### config.mk
export PLATFORM = sky130hd
export DESIGN_NAME = hazard_stall_ctrl
export DESIGN_NICKNAME = d
export VERILOG_FILES = /design/src/rtl/hazard_stall_ctrl.sv
export SDC_FILE = /design/constraint.sdc
export NUM_CORES = 1
export LEC_CHECK = 0
export BUFFER_PORTS_ARGS = -buffer_cell sky130_fd_sc_hd__buf_2
export CAP_MARGIN = 20
export CORE_UTILIZATION = 57
export CTS_BUF_LIST = sky130_fd_sc_hd__clkbuf_8
export CTS_CLUSTER_SIZE = 8
export DETAILED_ROUTE_END_ITERATION = 10
export PLACE_DENSITY = 0.87
export SYNTH_ARGS = -nofsm -noshare
export SYNTH_HDL_FRONTEND = slang
export SYNTH_SLANG_ARGS = --single-unit
### constraint.sdc
create_clock -name clk -period 3.5 [get_ports clk]
set_input_delay 0.7 -clock clk [delete_from_list [all_inputs] [get_ports clk]]
set_output_delay 0.7 -clock clk [all_outputs]
set_load 0.01 [all_outputs]
### src/rtl/hazard_stall_ctrl.sv
// Stall/flush sequencer for the 5-stage RV32IC pipeline: load-use, taken-branch squash and
// data-memory wait handling, with saturating event counters and a sticky memory-timeout flag.
module hazard_stall_ctrl #(
  parameter int MEM_TIMEOUT = 16,
  parameter int CNT_W       = 16
) (
  input  logic             clk,
  input  logic             rst,
  input  logic             hazard_en,
  input  logic [4:0]       if_id_rs1,
  input  logic [4:0]       if_id_rs2,
  input  logic [4:0]       id_ex_rd,
  input  logic             id_ex_mem_read,
  input  logic             ex_branch_taken,
  input  logic             mem_req,
  input  logic             mem_ready,
  output logic             pc_write,
  output logic             if_id_write,
  output logic             id_ex_write,
  output logic             ex_mem_write,
  output logic             if_id_flush,
  output logic             id_ex_flush,
  output logic             stall,
  output logic             mem_error,
  output logic [CNT_W-1:0] stall_cycles,
  output logic [CNT_W-1:0] flush_count
);

  localparam int              WC_W      = $clog2(MEM_TIMEOUT + 1);
  localparam logic [WC_W-1:0] WAIT_LAST = WC_W'(MEM_TIMEOUT - 1);

  typedef enum logic {
    ST_RUN,
    ST_MEM_WAIT
  } state_t;

  state_t           r_state;
  state_t           w_state_nxt;
  logic [WC_W-1:0]  r_wait_cnt;
  logic [WC_W-1:0]  w_wait_cnt_nxt;
  logic             r_mem_error;
  logic [CNT_W-1:0] r_stall_cycles;
  logic [CNT_W-1:0] r_flush_count;

  logic w_lu;
  logic w_mw;
  logic w_timeout;
  logic w_freeze;
  logic w_branch;

  assign w_lu = hazard_en & id_ex_mem_read & (id_ex_rd != 5'd0) &
                ((id_ex_rd == if_id_rs1) | (id_ex_rd == if_id_rs2));
  assign w_mw = mem_req & ~mem_ready;

  // The last permitted wait cycle releases the pipeline instead of freezing it again.
  assign w_timeout = (r_state == ST_MEM_WAIT) & w_mw & (r_wait_cnt == WAIT_LAST);
  assign w_freeze  = w_mw & ~w_timeout;
  assign w_branch  = ~rst & ~w_freeze & ex_branch_taken;

  // ---------------------------------------------------------------- state register
  always_ff @(posedge clk) begin
    // NOTE: registered state uses non-blocking assignments so every flop samples
    // pre-edge values regardless of block ordering.
    if (rst) begin
      r_state     <= ST_RUN;
      r_wait_cnt  <= '0;
      r_mem_error <= 1'b0;
    end else begin
      r_state    <= w_state_nxt;
      r_wait_cnt <= w_wait_cnt_nxt;
      if (w_timeout) begin
        r_mem_error <= 1'b1;
      end
    end
  end

  // ---------------------------------------------------------------- next-state logic
  always_comb begin
    // NOTE: defaults first so no path through this block leaves a target unassigned,
    // which would otherwise infer a latch.
    w_state_nxt    = ST_RUN;
    w_wait_cnt_nxt = '0;
    unique case (r_state)
      ST_RUN: begin
        if (w_freeze) begin
          w_state_nxt    = ST_MEM_WAIT;
          w_wait_cnt_nxt = WC_W'(1);
        end
      end
      ST_MEM_WAIT: begin
        if (w_freeze) begin
          w_state_nxt    = ST_MEM_WAIT;
          w_wait_cnt_nxt = r_wait_cnt + 1'b1;
        end
      end
      default: begin
        w_state_nxt    = ST_RUN;
        w_wait_cnt_nxt = '0;
      end
    endcase
  end

  // ---------------------------------------------------------------- output decode
  always_comb begin
    pc_write     = 1'b1;
    if_id_write  = 1'b1;
    id_ex_write  = 1'b1;
    ex_mem_write = 1'b1;
    if_id_flush  = 1'b0;
    id_ex_flush  = 1'b0;
    stall        = 1'b0;
    if (rst) begin
      pc_write     = 1'b0;
      if_id_write  = 1'b0;
      id_ex_write  = 1'b0;
      ex_mem_write = 1'b0;
      if_id_flush  = 1'b1;
      id_ex_flush  = 1'b1;
    end else if (w_freeze) begin
      pc_write     = 1'b0;
      if_id_write  = 1'b0;
      id_ex_write  = 1'b0;
      ex_mem_write = 1'b0;
      stall        = 1'b1;
    end else if (ex_branch_taken) begin
      // The squashed ID instruction makes any load-use match irrelevant.
      if_id_flush = 1'b1;
      id_ex_flush = 1'b1;
    end else if (w_lu) begin
      pc_write    = 1'b0;
      if_id_write = 1'b0;
      id_ex_flush = 1'b1;
      stall       = 1'b1;
    end
  end

  // ---------------------------------------------------------------- event counters
  always_ff @(posedge clk) begin
    if (rst) begin
      r_stall_cycles <= '0;
      r_flush_count  <= '0;
    end else begin
      if (stall && (r_stall_cycles != {CNT_W{1'b1}})) begin
        r_stall_cycles <= r_stall_cycles + 1'b1;
      end
      if (w_branch && (r_flush_count != {CNT_W{1'b1}})) begin
        r_flush_count <= r_flush_count + 1'b1;
      end
    end
  end

  assign mem_error    = r_mem_error;
  assign stall_cycles = r_stall_cycles;
  assign flush_count  = r_flush_count;

endmodule

# Word level (Yosys, flattened, before mapping)
# Cells that the tools add are included.
# word_totals
elab_cells	51
out_inout_bits	40
in_bits	22
register_bits	39
# classes
muxes	20
n_reduce_logical	3
n_addsub	3
bitwise	15
eq_ne	5
# ops
operator	n
16-bit by 1-bit adder with 16-bit output (second input constant)	2
16-bit inequality test (second input constant)	2
1-bit 2-to-1 mux	18
5-bit == test	2
5-bit one-hot mux with 2 select lines	1
1-bit bitwise AND	9
5-bit by 1-bit adder with 5-bit output (second input constant)	1
5-bit by 4-bit == test with 1-bit output (second input constant)	1
5-bit 2-to-1 mux	1
1-bit inverter	5
5-bit nonzero test	1
1-bit logical AND	2
1-bit OR	1

# Depth between registers and ports, before layout
# Gate-level depths: netlist of the first run.
# logic_depth
depth_word	10
ltp_mapped	11
depth_no_buf	10

# Worst setup path before layout of the first run
# No wires, ideal clock.
# synth_timing
path_type	in2out
startpoint	in id_ex_rd[1]
endpoint	out stall
setup_slack_ns	0.926
t_required_ns	2.800
path_buffers	1
path_stages	6
arrival_ns	1.874
path_cell_list	or4_1 > o211ai_2 > nor3_1 > a21oi_4 > buf_6 > inv_2
# synth_between
elab_chain_cells	7
word_cells_on_any_way	10
classes_between	eq/ne: 2; mux: 4; bitwise: 3; reduce/logical: 1
# synth_lines
element	line	text
from (decl)	12	input logic [4:0] id_ex_rd,
5-bit == test or 5-bit nonzero test (tied branches)	52, 51	
1-bit OR or 1-bit bitwise AND (tied branches)	52, 51	
1-bit bitwise AND (*)	51	assign w_lu = hazard_en & id_ex_mem_read & (id_ex_rd != 5'd0) &
1-bit 2-to-1 mux (*)	129	end else if (w_lu) begin
1-bit 2-to-1 mux (*)	125	end else if (ex_branch_taken) begin
1-bit 2-to-1 mux (*)	119	end else if (w_freeze) begin
1-bit 2-to-1 mux (*)	112	if (rst) begin
to (decl)	23	output logic stall,
# Mark *: on every way between the ends. The rest lies on a longest branch, timed or not.

# Final worst setup path of the first run
# layout_timing
startpoint	reg r_wait_cnt[0]
endpoint	out stall
# layout_between
elab_chain_cells	6
# layout_lines
element	line	text
from (decl)	39	logic [WC_W-1:0] r_wait_cnt;
from (signal assigned)	70	r_wait_cnt <= w_wait_cnt_nxt;
5-bit by 4-bit == test with 1-bit output	56	assign w_timeout = (r_state == ST_MEM_WAIT) & w_mw & (r_wait_cnt == WAIT_LAST);
1-bit bitwise AND	56	
1-bit inverter	57	assign w_freeze = w_mw & ~w_timeout;
1-bit bitwise AND	57	
1-bit 2-to-1 mux	119	
1-bit 2-to-1 mux	112	
# Every way passes these cells.

==> results.sh, run 1 <==
export IMPL_syn_to_final_growth_pct=20.33
export IMPL_crit_slowest_cell="dfxtp_1"
export IMPL_numCtsBuffers=5
export IMPL_drtAntennaViolNets=0
export IMPL_grt_max_degree=36
export IMPL_io_pins=62
export IMPL_drt_iter0_drc=82
export IMPL_cts_resized_gates=0
export IMPL_grt_pass1_wl_mm=7.928
export IMPL_critPathBufInv=2
export IMPL_grtUsageTotal_pct=25.33
export IMPL_maxSlewHeadroom_pct=46.96
export IMPL_hold_violations=0
export IMPL_end_kind="primary output"
export IMPL_clock_skew_ns=0.009037
export IMPL_start_kind="flip-flop"
export IMPL_cpPeakStageDelay_ns=0.33
export IMPL_arrival_ns=2.10
export IMPL_clock_fmax_ghz=0.3574
export IMPL_rr_startpoint="r_wait_cnt[0]$_SDFF_PP0_"
export IMPL_synth_top_family_by_area="simple AND/OR/NAND/NOR gates"
export IMPL_placementRows=21
export IMPL_drive_gt1_share_pct=26.40
export IMPL_timing_worst_setup_path_type="reg2out"
export IMPL_seq_area_um2=780.7
export IMPL_syn_nets=270
export IMPL_cp_top_family="simple AND/OR/NAND/NOR gates"
export IMPL_dpl_hpwl_mm=3.325
export IMPL_h_tree_depth=2
export IMPL_post_cts_setup_buffers=0
export IMPL_hold_path_depth=2
export IMPL_vias=1965
export IMPL_period_share_pct=79.93
export IMPL_cts_path_max_buffers=2
export IMPL_place_congestion=0.8140
export IMPL_worst_pin_slew_ns=0.7833
export IMPL_path_max_fanout=7
export IMPL_antenna_found_initial=0
export IMPL_fin_nets=328
export IMPL_multi_input_area_um2=1160
export IMPL_avgSynthCellArea_um2=8.476
export IMPL_path_cells="ha_1, and3_1, ha_1, nand2_1, nand2_1, nor2_1, a21oi_4, inv_2, buf_2"
export IMPL_tritoncts="done"
export IMPL_setup_tns_ns=0
export IMPL_status="completed"
export IMPL_finalPower_uw=910.7
export IMPL_grt_overflow=0
export IMPL_final_fill_count=281
export IMPL_clock_sinks=39
export IMPL_ir_worst_vdd_v=0.0002733
export IMPL_clk_pin_slew_worst_paths_ns=0.08
export IMPL_synth_xor_area_share_pct=10.16
export IMPL_synth_seq_cells=39
export IMPL_wl_per_cell_um=13.03
export IMPL_syn_cell_area_um2=2068
export IMPL_min_period_ns=2.798
export IMPL_routed_via_density=5.630
export IMPL_root_buffer="clkbuf_8"
export IMPL_antenna_cells=0
export IMPL_ys_warn_count=0
export IMPL_core_area_um2=3416
export IMPL_min_to="mem_error$_SDFFE_PP0P_"
export IMPL_fp_dieArea_um2=3873
export IMPL_synthDistinctLibCells=47
export IMPL_synth_yosys_seq_area_share_pct=37.75
export IMPL_cap_violations=0
export IMPL_synth_adder_area_share_pct=2.420
export IMPL_wl_mm=4.547
export IMPL_leakagePower_uw=0.0009884
export IMPL_first_pass_iters=4
export IMPL_r2r_end="stall_cycles[5]$_SDFFE_PP0P_"
export IMPL_rsz0062_at_grt="false"
export IMPL_insertion_delay_ns=0.29
export IMPL_slew_violations=0
export IMPL_grt_pass1_vias=1844
export IMPL_drc=0
export IMPL_critPathRequiredTime_ns=2.80
export IMPL_port_buffers=61
export IMPL_die_h_um=62.24
export IMPL_setup_viol=0
export IMPL_syn_inst=244
export IMPL_hold_buffers=0
export IMPL_worstHoldPathType="reg2reg"
export IMPL_synth_compound_area_share_pct=14.46
export IMPL_reg2reg_depth=10
export IMPL_start_util_pct=60.55
export IMPL_synth_simple_gate_area_share_pct=26.98
export IMPL_min_from="mem_error$_SDFFE_PP0P_"
export IMPL_synth_mux_area_share_pct=2.057
export IMPL_ff2ff_setup_slack_ns=0.96
export IMPL_fp_dieW_um=62.24
export IMPL_power_density_nw_per_um2=365.9
==> logic make-up (layout without fill, tap and decap cells) <==
group                    Yosys count  after routing
AO/OA/AOI/OAI                     42             42
XOR/XNOR                          24             24
adder cells (fa/ha/maj)            4              4
buffers and inverters             26             85
flip-flops                        39             39
multiplexers                       4              4
AND/OR/NAND/NOR                  105            105
==> layer usage <==
metal	vias to the layer above	global-route usage, %	wire length (um)
met5	-	0	0
met4	0	10.17	78
met3	10	5.882	227
met2	57	45.33	2202
met1	914	28.85	2038
li1	984	-	-
==> synthesized netlist by cell type, drive strengths merged <==
cell	instances	area share, %
a2111oi	1	0.73
a211oi	1	0.36
a21oi	14	3.9
a31o	2	0.85
a31oi	1	0.30
and3	4	1.2
and4	1	0.42
buf	9	3.1
clkbuf	3	0.54
dfxtp	39	38
ha	4	2.4
inv	14	2.5
mux2	2	1.1
mux2i	2	0.97
nand2	19	3.4
nand2b	1	0.30
nand3	15	3.6
nand4	10	3.3
nor2	27	4.9
nor2b	4	1.2
nor3	5	1.5
nor4	5	1.8
nor4b	1	0.73
o211ai	1	0.60
o21a	1	0.36
o21ai	6	1.5
o21bai	1	0.36
o22ai	1	0.30
o311ai	4	1.7
o31ai	5	1.8
o41ai	4	1.7
or2	2	0.73
or3	3	0.91
or4	8	2.9
xnor2	19	8.0
xor2	5	2.1
==> through the flow <==
stage	area, um^2	worst slack, ns	cells	hold slack (ns)	utilization (%)
global placement	2371	0.7486	341	0.4504	69.41
CTS	2489	0.7126	349	0.4825	72.86
finish	2489	0.7024	349	0.4804	72.86
global route	2489	0.5285	349	0.5121	72.86
detailed placement	2371	0.7337	341	0.4642	69.41
floorplan	2068	0.9257	244	0.4431	-
==> where the power goes <==
part	internal [uW]	switching (uW)
clock network	231	158
logic	30.4	41.1
registers	447	3.89
==> worst register-to-register path, cell delays in order (launching register included) <==
cell and delay (ns):
dfxtp_1 0.33, ha_1 0.22, and3_1 0.15, ha_1 0.20
nand2_1 0.14, nand2_1 0.12, nor2_1 0.30, a21oi_4 0.07
buf_4 0.22, nor4_1 0.33, mux2_1 0.35
==> cell usage in the layout (no fill, tap or decap), drive strengths merged, types with 8 or more instances in the layout <==
master  count
a21oi      14
buf        63
dfxtp      39
inv        14
nand2      19
nand3      15
nand4      10
nor2       27
or4         8
xnor2      19
==> registers in the layout, indices dropped and copies added, names as in the netlist <==
register,count
flush_count,16
stall_cycles,16
r_wait_cnt,5
mem_error,1
r_state,1
==> layout make-up <==
type                       instances  area share, %
multi-input combinational        179          46.61
sequential                        39          31.37
timing repair buffer              63          12.87
clock buffer                       6          3.318
tap                               46          2.313
inverter                          14          2.112
clock inverter                     2          1.408
==> worst max-delay path by stage <==
stage                     cells past startpoint                      from  endpoint
after floorplan                               6               id_ex_rd[1]     stall
after global placement                        7               id_ex_rd[1]     stall
after detailed placement                      7               id_ex_rd[1]     stall
after CTS                                     9  r_wait_cnt[0]$_SDFF_PP0_     stall
after global routing                          9  r_wait_cnt[0]$_SDFF_PP0_     stall
final                                         9  r_wait_cnt[0]$_SDFF_PP0_     stall
No activity file was read; power rests on OpenSTA's default activity.
==> inputs of run 2 (changes only) <==
--- a/config.mk
+++ b/config.mk
@@ -5,13 +5,14 @@
 export SDC_FILE = /design/constraint.sdc
 export NUM_CORES = 1
 export LEC_CHECK = 0
+export ABC_AREA = 1
 export BUFFER_PORTS_ARGS = -buffer_cell sky130_fd_sc_hd__buf_2
 export CAP_MARGIN = 20
-export CORE_UTILIZATION = 57
+export CORE_UTILIZATION = 50
 export CTS_BUF_LIST = sky130_fd_sc_hd__clkbuf_8
 export CTS_CLUSTER_SIZE = 8
 export DETAILED_ROUTE_END_ITERATION = 10
-export PLACE_DENSITY = 0.87
+export PLACE_DENSITY = 0.79
 export SYNTH_ARGS = -nofsm -noshare
 export SYNTH_HDL_FRONTEND = slang
 export SYNTH_SLANG_ARGS = --single-unit
==> constraint.sdc (replaced) <==
create_clock -name clk -period 2.4 [get_ports clk]
set_input_delay 0.48 -clock clk [delete_from_list [all_inputs] [get_ports clk]]
set_output_delay 0.48 -clock clk [all_outputs]
set_load 0.01 [all_outputs]
==> run 2 against run 1 <==
Effect of this change:
- flip-flop and latch count stayed put
- total power rose by 35%
- synthesized cell count rose by 55%
- worst setup slack worse by 0.53 ns
- hold slack worse by 0.037 ns
- cell count rose by 45%
- clock power rose by 14%
- sequential share of layout area down 4.6 points
- combinational power up 85%
- critical path depth up 2
- critical endpoint is now id_ex_flush
- largest power group unchanged
==> results.sh, run 2 <==
export IMPL_grt_max_degree=21
export IMPL_path_max_fanout=5
export IMPL_period_share_pct=92.75
export IMPL_async_flop_share_pct=0
export IMPL_synth_most_common_cell="nand2_1"
export IMPL_grt_pass1_wl_mm=9.853
export IMPL_hold_buffers=0
export IMPL_tritoncts="done"
export IMPL_rsz0062_at_grt="false"
export IMPL_drtAntennaViolNets=0
export IMPL_drt_iter0_drc=135
export IMPL_timing_critical_path_mode_cell="nand2_1"
export IMPL_hold_violations=0
export IMPL_synth_yosys_seq_area_share_pct=31.64
export IMPL_drive_gt1_share_pct=22.73
export IMPL_final_cell_mix="nand2_1 (105), buf_2 (61), inv_1 (51)"
export IMPL_arrival_ns=1.75
export IMPL_port_buffers=61
export IMPL_synthDistinctLibCells=31
export IMPL_h_tree_depth=2
export IMPL_grt_pass1_vias=2324
export IMPL_cpPeakStageDelay_ns=0.33
export IMPL_seq_area_um2=782.0
export IMPL_path_cells="ha_1, nand2_1, nor2_1, ha_1, nand2_1, nand2_2, nand2_1, nand2_1, inv_4, o21ai_0, buf_2"
export IMPL_min_period_ns=2.226
export IMPL_wl_per_cell_um=10.90
export IMPL_dpl_hpwl_mm=4.257
export IMPL_leakagePower_uw=0.001423
export IMPL_antenna_cells=0
export IMPL_hold_path_depth=1
export IMPL_reg2reg_depth=13
export IMPL_final_fill_count=420
export IMPL_core_area_um2=4723
export IMPL_syn_inst=377
export IMPL_ir_worst_vdd_v=0.0004572
export IMPL_insertion_delay_ns=0.28
export IMPL_fin_cells=507
export IMPL_fin_nets=466
export IMPL_clk_pin_slew_worst_paths_ns=0.07
export IMPL_clock_sinks=39
export IMPL_avgSynthCellArea_um2=6.545
export IMPL_synth_seq_cells=39
export IMPL_place_inst=498
export IMPL_power_density_nw_per_um2=422.0
export IMPL_wl_mm=5.526
export IMPL_drc=0
export IMPL_grt_overflow=0
export IMPL_syn_to_final_growth_pct=18.31
export IMPL_placementRows=25
export IMPL_setup_tns_ns=0
export IMPL_timing_worst_setup_path_type="reg2out"
export IMPL_vias=2483
export IMPL_slew_violations=0
export IMPL_root_buffer="clkbuf_8"
export IMPL_synthTopCellsByArea="dfxtp_1 (32%), nand2_1 (16%), inv_1 (7.8%), nor2_1 (7.3%), nand3_1 (4.5%)"
export IMPL_first_pass_iters=4
export IMPL_cap_violations=0
export IMPL_routed_via_density=4.897
export IMPL_synthTopCellsByCount="nand2_1 (105), inv_1 (51), nor2_1 (48), dfxtp_1 (39), nand3_1 (22)"
export IMPL_maxSlewHeadroom_pct=71.83
export IMPL_syn_cell_area_um2=2467
export IMPL_synth_top_cell_area_share_pct=31.64
export IMPL_fp_dieW_um=72.25
export IMPL_crit_slowest_cell="dfxtp_2"
export IMPL_synth_flop_cell="dfxtp_1"
export IMPL_synth_edf_count=0
export IMPL_clock_fmax_ghz=0.4492
export IMPL_end_kind="primary output"
export IMPL_start_kind="flip-flop"
export IMPL_setup_viol=0
export IMPL_io_pins=62
export IMPL_critPathRequiredTime_ns=1.92
export IMPL_die_h_um=72.25
export IMPL_syn_nets=403
export IMPL_fp_dieArea_um2=5219
export IMPL_synth_top_cell_by_area="dfxtp_1"
export IMPL_ff2ff_setup_slack_ns=0.38
export IMPL_mostFrequentLayoutCell="nand2_1"
export IMPL_numCtsBuffers=5
export IMPL_clock_skew_ns=0.004250
export IMPL_status="completed"
export IMPL_ys_warn_count=0
export IMPL_worst_pin_slew_ns=0.4202
export IMPL_cts_path_max_buffers=2
export IMPL_start_util_pct=52.24
export IMPL_place_congestion=0.8689
export IMPL_multi_input_area_um2=1399
export IMPL_grtUsageTotal_pct=23.25
export IMPL_worstHoldPathType="reg2reg"
export IMPL_antenna_found_initial=0
==> run 2: cell count changes after synthesis, moves of 5 or more <==
cell	change
o31ai_1	-5
nand2_1	+86
xnor2_1	-11
inv_1	+38
nand3_1	+7
nand4_1	+5
nor2_1	+21
xor2_1	+7
or4_1	-8
a21oi_1	+6
nand2_2	+6
==> run 2: metal layers <==
metal,global-route usage (%),part of all wire [%],vias to the layer above,routed length (um)
met2,41.43,50,49,2757
met4,5.664,0.74,0,41
met1,28.51,45,1117,2492
met5,0,0,-,0
met3,4.861,4.3,6,235
li1,-,-,1311,-
==> run 2: final timing paths <==
kind,end,from
setup / recovery,id_ex_flush,r_wait_cnt[0]$_SDFF_PP0_
hold / removal,r_wait_cnt[0]$_SDFF_PP0_,r_wait_cnt[0]$_SDFF_PP0_
setup reg to reg,stall_cycles[13]$_SDFFE_PP0P_,r_wait_cnt[0]$_SDFF_PP0_
hold reg to reg,r_wait_cnt[0]$_SDFF_PP0_,r_wait_cnt[0]$_SDFF_PP0_
==> run 2: worst max-delay path: cells and delay by family (launching register included) <==
kind                     cells  cell delay [ns]
AND/OR/NAND/NOR              6             0.49
buffers and inverters        2             0.21
flip-flops                   1             0.33
adder cells (fa/ha/maj)      2             0.38
AO/OA/AOI/OAI                1             0.06
==> run 2: stage by stage <==
step	power [uW]	setup slack (ns)	utilization, %	area [um^2]	hold WS [ns]
2_1_floorplan	752.4	0.2731	-	2467	0.4444
3_3_place_gp	796.9	0.3498	59.55	2813	0.4546
3_5_place_dp	800.5	0.3165	59.55	2813	0.4674
4_1_cts	1248	0.03657	61.46	2903	0.4847
5_1_grt	1297	0.01134	61.80	2919	0.4720
6_report	1232	0.1740	61.80	2919	0.4431
==> run 2: repair_timing <==
action	4_1_cts	5_1_grt
pin swaps	0	1
gates resized for setup	1	1
endpoints found under the setup margin	1	1
buffers inserted	0	2
==> run 2: cell type report <==
type                    count  share of cell area [%]
inverters                  55                   7.158
multi-input cells         271                   47.92
flip-flops and latches     39                   26.79
repair buffers             68                   12.26
clock buffers               6                   2.829
clock inverters             1                  0.1715
well taps                  67                   2.872
==> run 2: power by group <==
group / switching [uW] / internal [uW]
Sequential: 4.79 / 652
Combinational: 82.2 / 49.5
Clock: 218 / 226
Total: 305 / 927
==> run 2: logic make-up after synthesis <==
| logic type | after synthesis | share of synthesized area (%) |
|---|---|---|
| simple gates | 216 | 40.42 |
| compound gates | 31 | 7.150 |
| flops | 39 | 31.64 |
| buf+inv | 67 | 11.66 |
| xor+xnor | 20 | 7.099 |
| fa+ha+maj | 4 | 2.028 |
